--- src/rtl/b_lut_pkg.sv ---
// Shared types and sizing helpers for the sequential nibble-wise LUT unit.
package b_lut_pkg;

   typedef enum logic [1:0] {
      ST_IDLE = 2'd0,
      ST_BUSY = 2'd1,
      ST_DONE = 2'd2
   } state_t;

   localparam int NIBBLE_W      = 4;
   localparam int TABLE_ENTRIES = 16;

   typedef struct packed {
      int nstep;
      int cnt_w;
   } step_cfg_t;

   // Number of BUSY steps and the step counter width (at least one bit).
   function automatic step_cfg_t step_cfg(input int xlen, input int lanes);
      step_cfg_t c;
      c.nstep = xlen / (NIBBLE_W * lanes);
      c.cnt_w = (c.nstep > 1) ? $clog2(c.nstep) : 1;
      return c;
   endfunction

endpackage

--- src/rtl/b_lut_lane.sv ---
// Combinational single-nibble lookup: forward table[idx], or inverse smallest i with table[i]==idx.
module b_lut_lane
   import b_lut_pkg::*;
(
   input  logic [TABLE_ENTRIES*NIBBLE_W-1:0] tbl,
   input  logic [NIBBLE_W-1:0]               nib_in,
   input  logic                              inv,
   output logic [NIBBLE_W-1:0]               nib_out,
   output logic                              no_match
);

   logic [NIBBLE_W-1:0] fwd;
   logic [NIBBLE_W-1:0] rev;
   logic                hit;

   always_comb begin
      fwd = '0;
      for (int i = 0; i < TABLE_ENTRIES; i++) begin
         if (nib_in == NIBBLE_W'(i)) fwd = tbl[i*NIBBLE_W +: NIBBLE_W];
      end
   end

   // Scanning downwards lets the lowest matching index win.
   always_comb begin
      rev = '0;
      hit = 1'b0;
      for (int i = TABLE_ENTRIES - 1; i >= 0; i--) begin
         if (tbl[i*NIBBLE_W +: NIBBLE_W] == nib_in) begin
            rev = NIBBLE_W'(i);
            hit = 1'b1;
         end
      end
   end

   assign nib_out  = inv ? rev : fwd;
   assign no_match = inv & ~hit;

endmodule

--- src/rtl/b_lut_seq.sv ---
// Multi-cycle xc.lut: LANES nibbles per cycle, NSTEP cycles from accept to rsp_valid, held until rsp_ready.
// Inverse lookup present only when B_LUT_SEQ_INVERSE_EN is defined; req_ready drops under flush.
module b_lut_seq
   import b_lut_pkg::*;
#(
   parameter int XLEN  = 32,
   parameter int LANES = 2
)(
   input  logic            clock,
   input  logic            resetn,
   input  logic            flush,
   input  logic            req_valid,
   output logic            req_ready,
   input  logic            req_inv,
   input  logic [XLEN-1:0] rs1,
   input  logic [31:0]     rs2,
   input  logic [31:0]     rs3,
   output logic            rsp_valid,
   input  logic            rsp_ready,
   output logic [XLEN-1:0] result,
   output logic            rsp_nonbij
);

   localparam step_cfg_t        CFG   = step_cfg(XLEN, LANES);
   localparam int               NSTEP = CFG.nstep;
   localparam int               CNT_W = CFG.cnt_w;
   localparam logic [CNT_W-1:0] LAST  = CNT_W'(NSTEP - 1);

   state_t                             state_q, state_d;
   logic [CNT_W-1:0]                   cnt_q;
   logic [XLEN-1:0]                    op_q;
   logic [XLEN-1:0]                    result_q;
   logic [TABLE_ENTRIES*NIBBLE_W-1:0]  tbl_q;
   logic                               accept;
   logic                               last_step;
   logic                               inv_eff;
   logic [LANES-1:0][NIBBLE_W-1:0]     lane_in;
   logic [LANES-1:0][NIBBLE_W-1:0]     lane_out;
   logic [LANES-1:0]                   lane_miss;

   assign accept    = req_valid & req_ready;
   assign last_step = (cnt_q == LAST);

   always_ff @(posedge clock or negedge resetn) begin
      if (!resetn) state_q <= ST_IDLE;
      else         state_q <= state_d;
   end

   always_comb begin
      state_d = state_q;
      if (flush) begin
         state_d = ST_IDLE;
      end else begin
         case (state_q)
            ST_IDLE: if (accept) state_d = ST_BUSY;
            ST_BUSY: if (last_step) state_d = ST_DONE;
            ST_DONE: if (rsp_ready) state_d = accept ? ST_BUSY : ST_IDLE;
            default: state_d = ST_IDLE;
         endcase
      end
   end

   always_comb begin
      req_ready = ~flush & ((state_q == ST_IDLE) | ((state_q == ST_DONE) & rsp_ready));
      rsp_valid = (state_q == ST_DONE);
   end

   // Steer the nibbles belonging to the current step onto the lanes.
   always_comb begin
      lane_in = '0;
      for (int s = 0; s < NSTEP; s++) begin
         if (cnt_q == CNT_W'(s)) begin
            for (int l = 0; l < LANES; l++) begin
               lane_in[l] = op_q[(s*LANES + l)*NIBBLE_W +: NIBBLE_W];
            end
         end
      end
   end

   for (genvar l = 0; l < LANES; l++) begin : g_lane
      b_lut_lane u_lane (
         .tbl      (tbl_q),
         .nib_in   (lane_in[l]),
         .inv      (inv_eff),
         .nib_out  (lane_out[l]),
         .no_match (lane_miss[l])
      );
   end

   always_ff @(posedge clock or negedge resetn) begin
      if (!resetn) begin
         cnt_q    <= '0;
         op_q     <= '0;
         tbl_q    <= '0;
         result_q <= '0;
      end else if (flush) begin
         cnt_q <= '0;
      end else if (accept) begin
         cnt_q    <= '0;
         op_q     <= rs1;
         tbl_q    <= {rs3, rs2};
         result_q <= '0;
      end else if (state_q == ST_BUSY) begin
         cnt_q <= last_step ? '0 : cnt_q + 1'b1;
         for (int s = 0; s < NSTEP; s++) begin
            if (cnt_q == CNT_W'(s)) begin
               for (int l = 0; l < LANES; l++) begin
                  result_q[(s*LANES + l)*NIBBLE_W +: NIBBLE_W] <= lane_out[l];
               end
            end
         end
      end
   end

   assign result = result_q;

`ifdef B_LUT_SEQ_INVERSE_EN
   logic inv_q;
   logic nonbij_q;

   // A single unmatched nibble marks the whole operation as non-bijective.
   always_ff @(posedge clock or negedge resetn) begin
      if (!resetn) begin
         inv_q    <= 1'b0;
         nonbij_q <= 1'b0;
      end else if (!flush) begin
         if (accept) begin
            inv_q    <= req_inv;
            nonbij_q <= 1'b0;
         end else if ((state_q == ST_BUSY) && (|lane_miss)) begin
            nonbij_q <= 1'b1;
         end
      end
   end

   assign inv_eff    = inv_q;
   assign rsp_nonbij = nonbij_q;
`else
   logic unused_inv;
   assign unused_inv = req_inv ^ (|lane_miss);
   assign inv_eff    = 1'b0;
   assign rsp_nonbij = 1'b0;
`endif

endmodule

--- config.mk ---
export PLATFORM = sky130hd
export DESIGN_NAME = b_lut_seq
export DESIGN_NICKNAME = d
export VERILOG_FILES = /design/src/rtl/b_lut_pkg.sv /design/src/rtl/b_lut_lane.sv /design/src/rtl/b_lut_seq.sv
export SDC_FILE = /design/constraint.sdc
export NUM_CORES = 1
export LEC_CHECK = 0
export ABC_AREA = 1
export CAP_MARGIN = 20
export CORE_ASPECT_RATIO = 0.6
export CORE_UTILIZATION = 56
export CTS_CLUSTER_DIAMETER = 30
export DETAILED_ROUTE_END_ITERATION = 10
export MAX_ROUTING_LAYER = met4
export PLACE_DENSITY = 0.86
export SLEW_MARGIN = 10
export SYNTH_ARGS = -nofsm -noshare
export SYNTH_HDL_FRONTEND = slang
export SYNTH_SLANG_ARGS = --single-unit
--- constraint.sdc ---
create_clock -name clock -period 4.3 [get_ports clock]
set_input_delay 0.43 -clock clock [delete_from_list [all_inputs] [get_ports clock]]
set_output_delay 0.43 -clock clock [all_outputs]
set_load 0.02 [all_outputs]
* Yosys cells after proc, flatten, opt, wreduce, memory -nomap -nowiden
Index checks and enable logic that the tools add are counted.
** Cells by class
- $add $sub $neg :: 1
- Equality and inequality tests :: 38
- Muxes and demuxes :: 52
- Bitwise gates (word level) :: 5
- Reductions and logical operators :: 16
** Operators by type and width (count)
- 4-bit 2-to-1 mux :: 32
- 4-bit == test (second input constant) :: 16
- 32-bit 2-to-1 mux :: 2
- 8-bit 2-to-1 mux :: 8
- 4-bit by 3-bit == test with 1-bit output (second input constant) :: 8
- 4-bit by 2-bit == test with 1-bit output (second input constant) :: 4
- 2-bit 2-to-1 mux :: 8
- 3-bit AND reduction :: 5
- 2-bit nonzero test :: 5
- 4-bit by 1-bit == test with 1-bit output (second input constant) :: 2
- 4-bit zero test :: 2
- 2-bit == test (second input constant) :: 3
- 3-bit inequality test (second input constant) :: 2
- 2-bit one-hot mux with 3 select lines :: 1
- 2-bit by 1-bit == test with 1-bit output (second input constant) :: 2
- 2-bit zero test :: 2
- 1-bit AND :: 3
- 3-bit by 2-bit inequality test with 1-bit output (second input constant) :: 1
- 3-bit nonzero test :: 1
- 2-bit by 1-bit adder with 2-bit output (second input constant) :: 1
- 2-bit AND reduction :: 1
- 1-bit 2-to-1 mux :: 1
- 1-bit NOT :: 1
- 1-bit OR :: 1
** Word-level totals
- Flip-flop bits (word level) :: 132
- Input bits :: 102
- Output and inout port bits :: 35
- Logic and storage cells :: 120

* Longest topological paths before layout
Gate-level depths: netlist (run 1).
- Depth in word-level cells :: 25
- Gate-level depth with buffers :: 25

* Modules after synthesis
From an unflattened synthesis (run 1), not the netlist that was laid out.
** Second synthesis, totals
- Cells, all modules :: 1224
- Area, all modules :: 8799.7 um^2
** By module, submodules not included
- b_lut_seq :: instances 1, cells each 644, area an instance 5611.6 um^2, seq. area each 3303.2 um^2
- b_lut_lane :: instances 2, cells each 290, area an instance 1594.0 um^2, seq. area each 0.0 um^2

* Least setup slack after synthesis (run 1)
Ideal clock, no wire load.
- Path kind :: reg2reg
- Start :: register cnt_q[0]
- End :: register result_q[13], in the netlist result[13]
- Library setup time :: 0.118 ns
- Arrival time :: 2.169 ns
- Data required time :: 4.182 ns
- Setup slack :: 2.013 ns
- Stages on the path, launching flop included :: 19
- Buffers on the path :: 2
- Period minus slack after synthesis :: 2.287 ns
- Cells stage by stage :: dfrtp_1 > inv_1 > ha_1 > buf_6 > buf_6 > a21oi_2 > nand2_2 > a21boi_4 > nand2_4 > nor2_4 > nand2_1 > nand2_1 > nand4_1 > nand2_1 > nand4_1 > nor3_2 > nand4_2 > nand3_1 > nand2_1
** Between the ends
- Word-level cells in the longest chain between the ends :: 25
** Ends and longest elaborated chain
- start: declaration :: line b_lut_seq.sv:30 : logic [CNT_W-1:0] cnt_q;
- start signal: assignment :: line b_lut_seq.sv:104 : cnt_q <= last_step ? '0 : cnt_q + 1'b1;
- 2-bit zero test :: line b_lut_seq.sv:72 : if (cnt_q == CNT_W'(s)) begin
- 8-bit 2-to-1 mux (4 in series) :: line b_lut_seq.sv:72
- 4-bit zero test :: line b_lut_lane.sv:19 : if (nib_in == NIBBLE_W'(i)) fwd = tbl[i*NIBBLE_W +: NIBBLE_W];
- 4-bit 2-to-1 mux (16 in series) :: line b_lut_lane.sv:19
- 8-bit 2-to-1 mux :: line b_lut_seq.sv:106 : if (cnt_q == CNT_W'(s)) begin
- 32-bit 2-to-1 mux :: line b_lut_seq.sv:103 : end else if (state_q == ST_BUSY) begin
- 32-bit 2-to-1 mux :: line b_lut_seq.sv:98 : end else if (accept) begin
- end signal: indexed assignment :: line b_lut_seq.sv:108 : result_q[(s*LANES + l)*NIBBLE_W +: NIBBLE_W] <= lane_out[l];
- end: declaration :: line b_lut_seq.sv:32 : logic [XLEN-1:0] result_q;
Several ways; a longest one is shown, not always the timed one. The select of a mux whose other input is x is not followed.
A chain may end at the register's enable or synchronous reset.

* Worst setup path after layout (run 1)
- Start :: register cnt_q[0]
- End :: register result_q[10], in the netlist result[10]
The elaborated chain is that of the path after synthesis.

==> key figures, run 1 <==
Global routing
  • Vias in the first global route: roughly 6200
  • Total GRT Usage: between 30% and 40%
  • First-pass GRT wire length: 31300 um
  • Antenna violations before repair: 1
  • Largest net degree at the start of global routing: 133
  • GRT overflow: 0

Logic synthesis
  • Ys async rst share: 100%
  • Post-synth top area cell: dfrtp_1
  • Post-synth cell types: 34
  • Top-count cell post-synth: nand2_1
  • Top FF cell, synth: dfrtp_1
  • EDFF count, synth: 0
  • Syn Inst Count: 920
  • Top-area cell type share of the netlist area: 48.5%
  • Synth top cells by count: nand2_1, dfrtp_1, nand3_1
  • Synthesized flop and latch total: 132
  • Synth area leaders: dfrtp_1, nand2_1, nand3_1
  • Syn Area/Cell: 7.40 um^2
  • Warnings from Yosys: 0
  • Sequential-to-total area share from yosys stat: 48.5%
  • Post-Syn Nets: between 1000 and 1500
  • Synth Cell Area: around 6800 um^2

Power and ir drop
  • Leak: 4.36 nW
  • PD cells: slightly below 600 nW/um^2
  • Worst VDD drop: 0.313 mV
  • Final Power: 5.15 mW

Run
  • Max-cap viol count: 0

Timing
  • Final WS setup: 895 ps
  • Max_slew headroom: 43.2%
  • Hold slack: 125 ps
  • Final period util: 79.2%
  • Final setup fails: 0
  • Slew Limit Fails: 0
  • RSZ-0062 raised after global routing: no
  • Minimum clock period: ~3400 ps
  • Hold Vio Cnt, Final: 0
  • Clock Skew: around 9.8 ps
  • Setup TNS: 0 ps
  • Worst Tran Pin Value: 852 ps
  • Achievable frequency: slightly below 0.3 GHz

Detailed routing
  • DR pass1 iterations: 7
  • Routed vias: around 6700
  • Routed vias/inst: 5.47
  • Final wirelength: 19200 um
  • WL per Instance: 15.7 um
  • Residual DRC count: 0
  • Post-route ant nets: 0
  • 1st-iter DRT viols: 647

Outcome
  • Run status: finished, final reports clean

Floorplan
  • Die Y: 87.4 um
  • Placeable Area: 11600 um^2
  • Die Area: 12600 um^2
  • Initial Util: 58.9%
  • DIE WIDTH: between 100 and 150 um
  • # rows: 30
  • IO Count: 137

Cells and area
  • Share of cells above drive strength 1: under 10%
  • Final cell count without fillers: 1224
  • Final instance area: 8820 um^2
  • Area growth syn-to-layout: 29.7%
  • Final Util: approximately three quarters
  • Fill cells: 893
  • Final nets: 1156

Clocking
  • Clk_lat worst skew: 420 ps
  • CTS Buf Count: 17
  • Cts hold-fix bufs: 0
  • Cts repair resizes: 0
  • Reg clk slew, reported paths: roughly 60 ps
  • Max clock buf depth: 2
  • H-tree depth reported by CTS: 4
  • Clock sink count: 132
  • CTS tree: done
  • Clock root cell: clkbuf_16
  • Setup bufs post-CTS: 0

Setup path
  • Critical Path End Type: flop
  • Critical path required time: roughly 4600 ps
  • Crit path max fanout: 17
  • Worst setup SP type: flop
  • CP arrival: 3710 ps
  • Crit Path Category: flop to flop

Place
  • Hpwl dp: ~13000 um
  • Post-DP Area: 8250 um^2
  • I/O Buffers: ~130
  • GPL Wtd Cong: 0.930
  • Dpl ws: 1030 ps
  • Cell count after placement: 1191

Hold path
  • Hold WC Path Type: input pin to asynchronous set/reset pin
==> power breakdown <==
group          internal, mW  total [mW]  switching [mW]
Sequential             1.59        1.84           0.252
Clock                 0.815        1.38           0.567
Combinational         0.702        1.93            1.23
Total                  3.10        5.15            2.05
==> final timing paths <==
kind	from	to	slack [ps]	cells past startpoint
max in group asynchronous	resetn	tbl_q[23]$_DFFE_PN0P_	3660	2
min in group clock	op_q[28]$_DFFE_PN0P_	op_q[28]$_DFFE_PN0P_	480	2
worst min-delay path	resetn	op_q[6]$_DFFE_PN0P_	130	2
worst min register to register	op_q[28]$_DFFE_PN0P_	op_q[28]$_DFFE_PN0P_	480	2
worst max register to register	cnt_q[0]$_DFFE_PN0P_	result[10]$_DFFE_PN0P_	890	17
worst max-delay path	cnt_q[0]$_DFFE_PN0P_	result[10]$_DFFE_PN0P_	890	17
==> logic make-up (layout without fill, tap and decap cells) <==
family	after synthesis	after routing	synth area share, %
flops	132	132	48.5
other cells	1	2	0.0551
simple gates	612	612	38.3
buf+inv	96	239	5.85
fa+ha+maj	4	4	0.736
compound gates	75	75	6.51
==> cell type report <==
cell class,instances,area [um^2],area share (%)
antenna,1,2.50,0.0284
clock buffer,18,439,4.98
clock inverter,14,129,1.46
inverter,69,259,2.94
multi-input combinational,692,3110,35.2
sequential,132,3300,37.4
tap,160,200,2.27
timing repair buffer,138,1380,15.7
==> flip-flops by register name, summed over array words and instances (netlist names) <==
register and count:
state_q 2, op_q 32, result 32, cnt_q 2
tbl_q 64
==> cells in the final DEF (no fill, tap or decap), types with 2 or more instances in the layout <==
cell type and n:
clkbuf_16 17, ha_1 4, a21oi_1 28, nor2_2 8, clkinv_4 2, nor3_1 2
dfrtp_1 132, nor2_4 9, nand2_4 3, o21ai_1 3, inv_6 2, buf_4 4
nor2_1 50, clkinvlp_4 5, nand2_1 431, a21oi_2 10, clkdlybuf4s50_1 133, clkinv_2 3
o21ai_0 29, nand4_1 18, or2_0 4, nand2_2 15, nand3_1 66, inv_2 14
inv_1 55
==> per-layer routing <==
metal	vias up	track usage, %	part of all wire (%)
met4	0	8.71	1.3
met1	3162	48.4	46
met5	-	-	0
met2	352	48.8	43
met3	37	7.53	9.5
li1	3146	-	-
==> critical path, stage by stage (launching register included) <==
cell	delay, ps
dfrtp_1	420
inv_1	100
ha_1	720
a21oi_1	180
nand2_1	140
nand2_2	110
nand2_1	210
nor2_2	110
nand2_1	70
nand3_1	70
nor2_1	110
nand4_1	110
nor2_1	130
nand4_1	110
nor2_1	190
nand4_1	260
nand3_1	180
nand2_1	70
Power figures use the tool's default switching activity.
==> run 2: changes to the inputs <==
--- a/config.mk
+++ b/config.mk
@@ -8,11 +8,11 @@
 export ABC_AREA = 1
 export CAP_MARGIN = 20
 export CORE_ASPECT_RATIO = 0.6
-export CORE_UTILIZATION = 56
+export CORE_UTILIZATION = 47
 export CTS_CLUSTER_DIAMETER = 30
 export DETAILED_ROUTE_END_ITERATION = 10
 export MAX_ROUTING_LAYER = met4
-export PLACE_DENSITY = 0.86
+export PLACE_DENSITY = 0.77
 export SLEW_MARGIN = 10
 export SYNTH_ARGS = -nofsm -noshare
 export SYNTH_HDL_FRONTEND = slang
==> constraint.sdc (replaced) <==
create_clock -name clock -period 2.8 [get_ports clock]
set_input_delay 0.28 -clock clock [delete_from_list [all_inputs] [get_ports clock]]
set_output_delay 0.28 -clock clock [all_outputs]
set_load 0.02 [all_outputs]
==> run 2 against run 1 <==
The run now ends with negative setup slack left. Non-clock buffer count up 32. Worst hold slack better by 190 ps. Sequential share of layout area down 2.5 points. Sequential cell count unchanged. Global-route usage down 7.3 points. Maximum frequency up 19%. Clock skew down 0.86 ps.
==> key figures, run 2 (synthesis gave the netlist of run 1 again) <==
Outcome
  • Run status: finished, violations left (was finished, final reports clean)
  • Failing checks: negative setup slack

Detailed routing
  • Residual DRC count: 0 (unchanged)
  • Routed vias/inst: 5.05 (was 5.47)
  • DR pass1 iterations: 5 (was 7)
  • 1st-iter DRT viols: 544 (was 647)
  • Routed vias: 6513 (was 6697)
  • Final wirelength: 18800 um (was 19200 um)
  • Post-route ant nets: 0 (unchanged)
  • WL per Instance: 14.6 um (was 15.7 um)

Setup path
  • CP max stage delay: 410 ps (was 720 ps)
  • Critical path required time: 3100 ps (was 4600 ps)
  • Worst setup path startpoint: cnt_q[1]$_DFFE_PN0P_ (was cnt_q[0]$_DFFE_PN0P_)
  • Critical Path End Type: flop (unchanged)
  • Worst setup SP type: flop (unchanged)
  • Crit path max fanout: 9 (was 17)
  • Crit-path cells: buf_4, ha_4, buf_8, a21oi_1, nand2_2, nand2_2, inv_1, nand2_2, nor2_2, inv_1, nor2_1, nor2_1, nand4_1, nor2_1, nand4_1, nor2_2, nand4_1, nand3_1, nand2_1 (was inv_1, ha_1, a21oi_1, nand2_1, nand2_2, nand2_1, nor2_2, nand2_1, nand3_1, nor2_1, nand4_1, nor2_1, nand4_1, nor2_1, nand4_1, nand3_1, nand2_1)
  • Crit Path Category: flop to flop (unchanged)
  • Critical path's slowest cell: dfrtp_1 (was ha_1)
  • Worst path bufs/invs: 4 (was 1)
  • RR Startpoint: cnt_q[1]$_DFFE_PN0P_ (was cnt_q[0]$_DFFE_PN0P_)
  • CP arrival: 3160 ps (was 3710 ps)
  • Crit path max-delay family: simple AND/OR/NAND/NOR gates (unchanged)

Clocking
  • CTS Buf Count: 17 (unchanged)
  • H-tree depth reported by CTS: 4 (unchanged)
  • CTS tree: done (unchanged)
  • Clock root cell: clkbuf_16 (unchanged)
  • Max clock buf depth: 2 (unchanged)
  • Clock sink count: 132 (unchanged)
  • Clk_lat worst skew: 420 ps (about the same)
  • Reg clk slew, reported paths: 60 ps (about the same)

Floorplan
  • Placeable Area: 13900 um^2 (was 11600 um^2)
  • DIE WIDTH: 157 um (was 144 um)
  • # rows: 33 (was 30)
  • Initial Util: 49.0% (was 58.9%)
  • Die Y: 95.2 um (was 87.4 um)
  • Die Area: 15000 um^2 (was 12600 um^2)
  • IO Count: 137 (unchanged)

Timing
  • Final WS setup: -60.5 ps (was 895 ps)
  • Worst Tran Pin Value: 706 ps (was 852 ps)
  • Final period util: 102% (was 79.2%)
  • Final setup fails: 8 (was 0)
  • Setup TNS: -191 ps (was 0 ps)
  • Hold Vio Cnt, Final: 0 (unchanged)
  • Achievable frequency: 0.350 GHz (was 0.294 GHz)
  • Max_slew headroom: 52.9% (was 43.2%)
  • RSZ-0062 raised after global routing: yes (was no)
  • Clock Skew: 8.90 ps (was 9.76 ps)
  • Slew Limit Fails: 0 (unchanged)
  • Minimum clock period: 2860 ps (was 3410 ps)

Cells and area
  • Commonest non-fill, non-tap cell in the layout: nand2_1 (unchanged)
  • Multi-input logic area: 3380 um^2 (was 3110 um^2)
  • Final instance area: 9470 um^2 (was 8820 um^2)
  • Fill cells: 1112 (was 893)
  • Share of cells above drive strength 1: 16.3% (was 9.50%)
  • Final nets: 1189 (was 1156)
  • Most frequent cells in the layout: nand2_1, clkdlybuf4s50_1, dfrtp_1 (unchanged)
  • Final Util: 68.2% (was 76.3%)
  • Largest register FFs: 64 (unchanged)
  • Top reg by flops: tbl_q (unchanged)
  • Storage element area: 3300 um^2 (about the same)
  • Area growth syn-to-layout: 39.1% (was 29.7%)

Power and ir drop
  • Internal Dissipation: 5.18 mW (was 3.10 mW)
  • Clk pwr share: 26.8% (about the same)
  • PD cells: 894 nW/um^2 (was 584 nW/um^2)
  • Combinational share of power: 39.8% (was 37.5%)
  • Net Switching: 3.28 mW (was 2.05 mW)
  • Flop pwr share: 33.4% (was 35.7%)
  • Worst VDD drop: 0.415 mV (was 0.313 mV)
  • Final Power: 8.46 mW (was 5.15 mW)
  • Switching share of total power: 38.8% (was 39.7%)
  • Leak: 4.60 nW (was 4.36 nW)

Hold path
  • Hold WC Path Type: input pin to asynchronous set/reset pin (unchanged)

Global routing
  • Busiest layer in global routing: met2 (unchanged)
  • M2 GR Usage: 38.9% (was 48.8%)
  • Antenna violations before repair: 0 (was 1)
  • First-pass GRT wire length: 29600 um (was 31300 um)
  • Largest net degree at the start of global routing: 72 (was 133)
  • M1 GR Usage: 38.1% (was 48.4%)
  • Total GRT Usage: 26.6% (was 33.9%)
  • GRT overflow: 0 (unchanged)
  • Met3 GRT Util: 5.00% (was 7.53%)
  • Vias in the first global route: 6092 (was 6177)

Place
  • Post-DP Area: 8420 um^2 (was 8250 um^2)
  • Hpwl dp: 13300 um (was 13500 um)
  • GPL Wtd Cong: 0.931 (was 0.930)
  • I/O Buffers: 134 (unchanged)

Run
  • Max-cap viol count: 0 (unchanged)
==> run 2: cell count changes in the layout (fill, tap and decap cells not counted), sizes merged <==
cell and delta:
buf +31, bufinv +2, clkinvlp -2, clkbuf -1, clkinv +1, dlygate4sd3 +1
nor2 +1
==> run 2: final cells by class <==
class / instances / area share (%)
Antenna cell: 1 / 0.0264
Clock buffer: 17 / 4.49
Clock inverter: 15 / 1.90
Inverter: 69 / 2.76
Multi-Input combinational cell: 693 / 35.8
Sequential cell: 132 / 34.9
Tap cell: 192 / 2.54
Timing Repair Buffer: 170 / 17.6
==> run 2: path summary, 6_finish.rpt <==
check / to / slack [ps] / depth (start not counted)
setup / recovery: result[24]$_DFFE_PN0P_ / -60 / 19
hold / removal: op_q[9]$_DFFE_PN0P_ / 320 / 2
setup reg to reg: result[24]$_DFFE_PN0P_ / -60 / 19
hold reg to reg: op_q[25]$_DFFE_PN0P_ / 470 / 2
max in group asynchronous: tbl_q[4]$_DFFE_PN0P_ / 1680 / 3
min in group clock: op_q[13]$_DFFE_PN0P_ / 400 / 3
==> run 2: worst reg2reg max path, stage by stage (launching register included) <==
cell	delay, ps
dfrtp_1	410
buf_4	160
ha_4	170
buf_8	150
a21oi_1	210
nand2_2	100
nand2_2	90
inv_1	80
nand2_2	120
nor2_2	60
inv_1	70
nor2_1	40
nor2_1	120
nand4_1	100
nor2_1	130
nand4_1	140
nor2_2	140
nand4_1	220
nand3_1	170
nand2_1	60
==> run 2: power by group through the flow <==
stage	registers, mW	logic (mW)	clock network [mW]
2_1_floorplan	2.95	1.59	0
3_3_place_gp	2.83	2.84	0
3_5_place_dp	2.83	2.91	0
4_1_cts	2.81	2.99	2.29
5_1_grt	2.88	3.70	2.37
6_report	2.83	3.37	2.26
==> run 2: per-layer routing <==
layer  vias up  wire [um]
met5         -          0
met4         0        145
met3        18       1460
met2       270       8240
met1      3012       8990
li1       3213          -
==> run 2: what timing repair did <==
action | in CTS | in global routing
hold buffers | 1 | 0
buffers inserted | 4 | 11
hold endpoints to repair | 22 | 0
pin swaps | 9 | 34
gates cloned | 0 | 1
gates resized for setup | 14 | 56
endpoints found under the setup margin | 8 | 32
==> run 2: through the flow <==
step,setup slack [ps],std cells,hold slack [ps]
floorplan,513,920,-15.6
CTS,13.7,1276,319
global route,-257,1288,349
detailed placement,8.66,1239,200
finish,-60.5,1289,317
global placement,63.6,1239,199
==> run 3: changes to the inputs <==
--- a/config.mk
+++ b/config.mk
@@ -13,6 +13,7 @@
 export DETAILED_ROUTE_END_ITERATION = 10
 export MAX_ROUTING_LAYER = met4
 export PLACE_DENSITY = 0.77
+export SKIP_CTS_REPAIR_TIMING = 1
 export SLEW_MARGIN = 10
 export SYNTH_ARGS = -nofsm -noshare
 export SYNTH_HDL_FRONTEND = slang
==> run 3 against run 2 <==
The flow still finishes with violations (negative setup slack). Count of clock-buffer cells in the layout stayed put. Register-to-register slack better by 50 ps. Worst setup slack better by 47 ps. Sequential power hardly changed. Wire length is 2.4% lower. Cell area is 2.0% lower. Global-route usage stayed put. Sequential share of layout area is 0.72 points higher. Via count is 1.2% lower. Power is 2.5% lower. Utilization is 1.4 points lower. Non-clock buffer count is 7 lower.
==> key figures, run 3 (synthesis gave the netlist of run 1 again) <==
Cells and area
  • Final cell count without fillers: 1280 (was 1289)
  • Commonest non-fill, non-tap cell in the layout: nand2_1 (unchanged)
  • Fill cells: 1155 (was 1112)
  • Most frequent cells in the layout: nand2_1, clkdlybuf4s50_1, dfrtp_1 (unchanged)
  • Share of cells above drive strength 1: 13.8% (was 16.3%)
  • Area growth syn-to-layout: 36.3% (was 39.1%)
  • Antenna cells: 0 (was 1)
  • Final instance area: 9280 um^2 (was 9470 um^2)
  • Top reg by flops: tbl_q (unchanged)
  • Largest register FFs: 64 (unchanged)
  • Final nets: 1181 (was 1189)

Power and ir drop
  • Internal Dissipation: 5.09 mW (was 5.18 mW)
  • Flop pwr share: 34.2% (was 33.4%)
  • Net Switching: 3.17 mW (was 3.28 mW)
  • Switching share of total power: 38.4% (was 38.8%)
  • Leak: 4.54 nW (was 4.60 nW)
  • PD cells: 890 nW/um^2 (was 894 nW/um^2)
  • Combinational share of power: 38.3% (was 39.8%)
  • Final Power: 8.25 mW (was 8.46 mW)
  • Clk pwr share: 27.5% (was 26.8%)
  • Worst VDD drop: 0.410 mV (was 0.415 mV)

Hold path
  • Hold WC Path Type: input pin to asynchronous set/reset pin (unchanged)

Clocking
  • CTS Buf Count: 17 (unchanged)
  • Clk_lat worst skew: 420 ps (about the same)
  • H-tree depth reported by CTS: 4 (unchanged)
  • Clock root cell: clkbuf_16 (unchanged)
  • Clock sink count: 132 (unchanged)
  • CTS tree: done (unchanged)
  • Reg clk slew, reported paths: 60 ps (about the same)
  • Max clock buf depth: 2 (unchanged)

Global routing
  • GRT overflow: 0 (unchanged)
  • Antenna violations before repair: 0 (unchanged)
  • Vias in the first global route: 6083 (was 6092)
  • Largest net degree at the start of global routing: 72 (unchanged)
  • First-pass GRT wire length: 29600 um (unchanged)
  • Total GRT Usage: 26.6% (unchanged)

Setup path
  • Critical Path End Type: flop (unchanged)
  • CP arrival: 3120 ps (was 3160 ps)
  • Worst path bufs/invs: 3 (was 4)
  • Critical path's slowest cell: dfrtp_1 (unchanged)
  • CP max stage delay: 400 ps (was 410 ps)
  • Critical path required time: 3100 ps (about the same)
  • Crit path max fanout: 9 (unchanged)
  • Crit Path Category: flop to flop (unchanged)
  • Crit-path cells: buf_4, ha_4, buf_6, a21oi_1, nand2_1, nand2_2, inv_1, nand2_2, nor2_2, nand2_1, nand3_1, nor2_1, nand4_1, nor2_1, nand4_1, nor2_2, nand4_1, nand3_1, nand2_1 (was buf_4, ha_4, buf_8, a21oi_1, nand2_2, nand2_2, inv_1, nand2_2, nor2_2, inv_1, nor2_1, nor2_1, nand4_1, nor2_1, nand4_1, nor2_2, nand4_1, nand3_1, nand2_1)
  • Crit path max-delay family: simple AND/OR/NAND/NOR gates (unchanged)
  • Worst setup SP type: flop (unchanged)

Outcome
  • Failing checks: negative setup slack (unchanged)
  • Run status: finished, violations left (unchanged)

Floorplan
  • # rows: 33 (unchanged)
  • Initial Util: 49.0% (unchanged)
  • IO Count: 137 (unchanged)
  • Placeable Area: 13900 um^2 (unchanged)
  • Die Area: 15000 um^2 (unchanged)
  • Die Y: 95.2 um (unchanged)
  • DIE WIDTH: 157 um (unchanged)

Detailed routing
  • Post-route ant nets: 0 (unchanged)
  • WL per Instance: 14.4 um (was 14.6 um)
  • DR pass1 iterations: 5 (unchanged)
  • Final wirelength: 18400 um (was 18800 um)
  • Routed vias: 6433 (was 6513)
  • Residual DRC count: 0 (unchanged)
  • Routed vias/inst: 5.03 (was 5.05)
  • 1st-iter DRT viols: 494 (was 544)

Timing
  • Clock Skew: 8.86 ps (was 8.90 ps)
  • Achievable frequency: 0.355 GHz (was 0.350 GHz)
  • Slew Limit Fails: 0 (unchanged)
  • Final WS setup: -13.0 ps (was -60.5 ps)
  • Final period util: 100% (was 102%)
  • Worst Tran Pin Value: 712 ps (was 706 ps)
  • Hold Vio Cnt, Final: 0 (unchanged)
  • Final setup fails: 3 (was 8)
  • Max_slew headroom: 52.6% (was 52.9%)
  • RSZ-0062 raised after global routing: yes (unchanged)
  • Minimum clock period: 2810 ps (was 2860 ps)

Run
  • Max-cap viol count: 0 (unchanged)

Place
  • Post-DP Area: 8420 um^2 (unchanged)
  • Cell count after placement: 1239 (unchanged)
  • GPL Wtd Cong: 0.931 (unchanged)
  • I/O Buffers: 134 (unchanged)
  • Dpl ws: 8.66 ps (unchanged)
  • Hpwl dp: 13300 um (unchanged)
==> run 3: cell count changes in the layout (fill, tap and decap cells not counted), moves of 2 or more <==
cell,previous run,this run
a21oi_1,25,28
nor2_4,14,12
buf_4,29,23
a21oi_4,3,1
nand2_1,419,424
nand2_2,22,19
nand3_2,16,6
inv_2,16,14
nand3_1,49,60
nand2_4,7,5
==> run 3: worst paths after layout <==
check | start | slack [ps] | cells past startpoint | to
max in group asynchronous | resetn | 1670 | 3 | tbl_q[27]$_DFFE_PN0P_
worst max-delay path | cnt_q[1]$_DFFE_PN0P_ | -10 | 19 | result[24]$_DFFE_PN0P_
worst max register to register | cnt_q[1]$_DFFE_PN0P_ | -10 | 19 | result[24]$_DFFE_PN0P_
worst min register to register | op_q[25]$_DFFE_PN0P_ | 470 | 2 | op_q[25]$_DFFE_PN0P_
min in group clock | rs1[13] | 400 | 3 | op_q[13]$_DFFE_PN0P_
worst min-delay path | resetn | 320 | 2 | op_q[9]$_DFFE_PN0P_
==> run 3: through the flow <==
step	utilization, %	hold slack (ps)	TNS, ps
after CTS	65.1	-237	-145
final	66.9	322	-16.7
after global routing	66.9	350	-4320
after detailed placement	60.7	200	0
after global placement	60.7	199	0
after floorplan	-	-15.6	0
==> run 3: worst register-to-register path, cell delays in order, from the launching register on <==
cell and delay [ps]:
dfrtp_1 400, buf_4 160, ha_4 170, buf_6 140, a21oi_1 160, nand2_1 100
nand2_2 120, inv_1 80, nand2_2 90, nor2_2 70, nand2_1 60, nand3_1 60
nor2_1 110, nand4_1 100, nor2_1 130, nand4_1 140, nor2_2 130, nand4_1 240
nand3_1 180, nand2_1 60
==> run 3: power by group through the flow <==
stage	sequential, mW	clock [mW]	combinational (mW)
floorplan	2.95	0	1.59
global placement	2.83	0	2.84
detailed placement	2.83	0	2.91
CTS	2.81	2.29	2.93
global route	2.88	2.37	3.50
finish	2.82	2.27	3.16
==> run 3: layout make-up <==
type | count | area, um^2 | area share, %
clock buffers | 17 | 425 | 4.59
clock inverters | 15 | 180 | 1.94
multi-input cells | 692 | 3250 | 35.1
inverters | 69 | 264 | 2.85
flip-flops and latches | 132 | 3300 | 35.6
repair buffers | 163 | 1610 | 17.3
well taps | 192 | 240 | 2.59
==> run 3: layer usage <==
| layer | part of all wire, % | wire (um) | global-route usage (%) |
|---|---|---|---|
| met1 | 49 | 8960 | 38.1 |
| met3 | 7.6 | 1390 | 5.05 |
| met4 | 0.87 | 159 | 6.80 |
| met5 | 0 | 0 | - |
| met2 | 43 | 7860 | 38.9 |
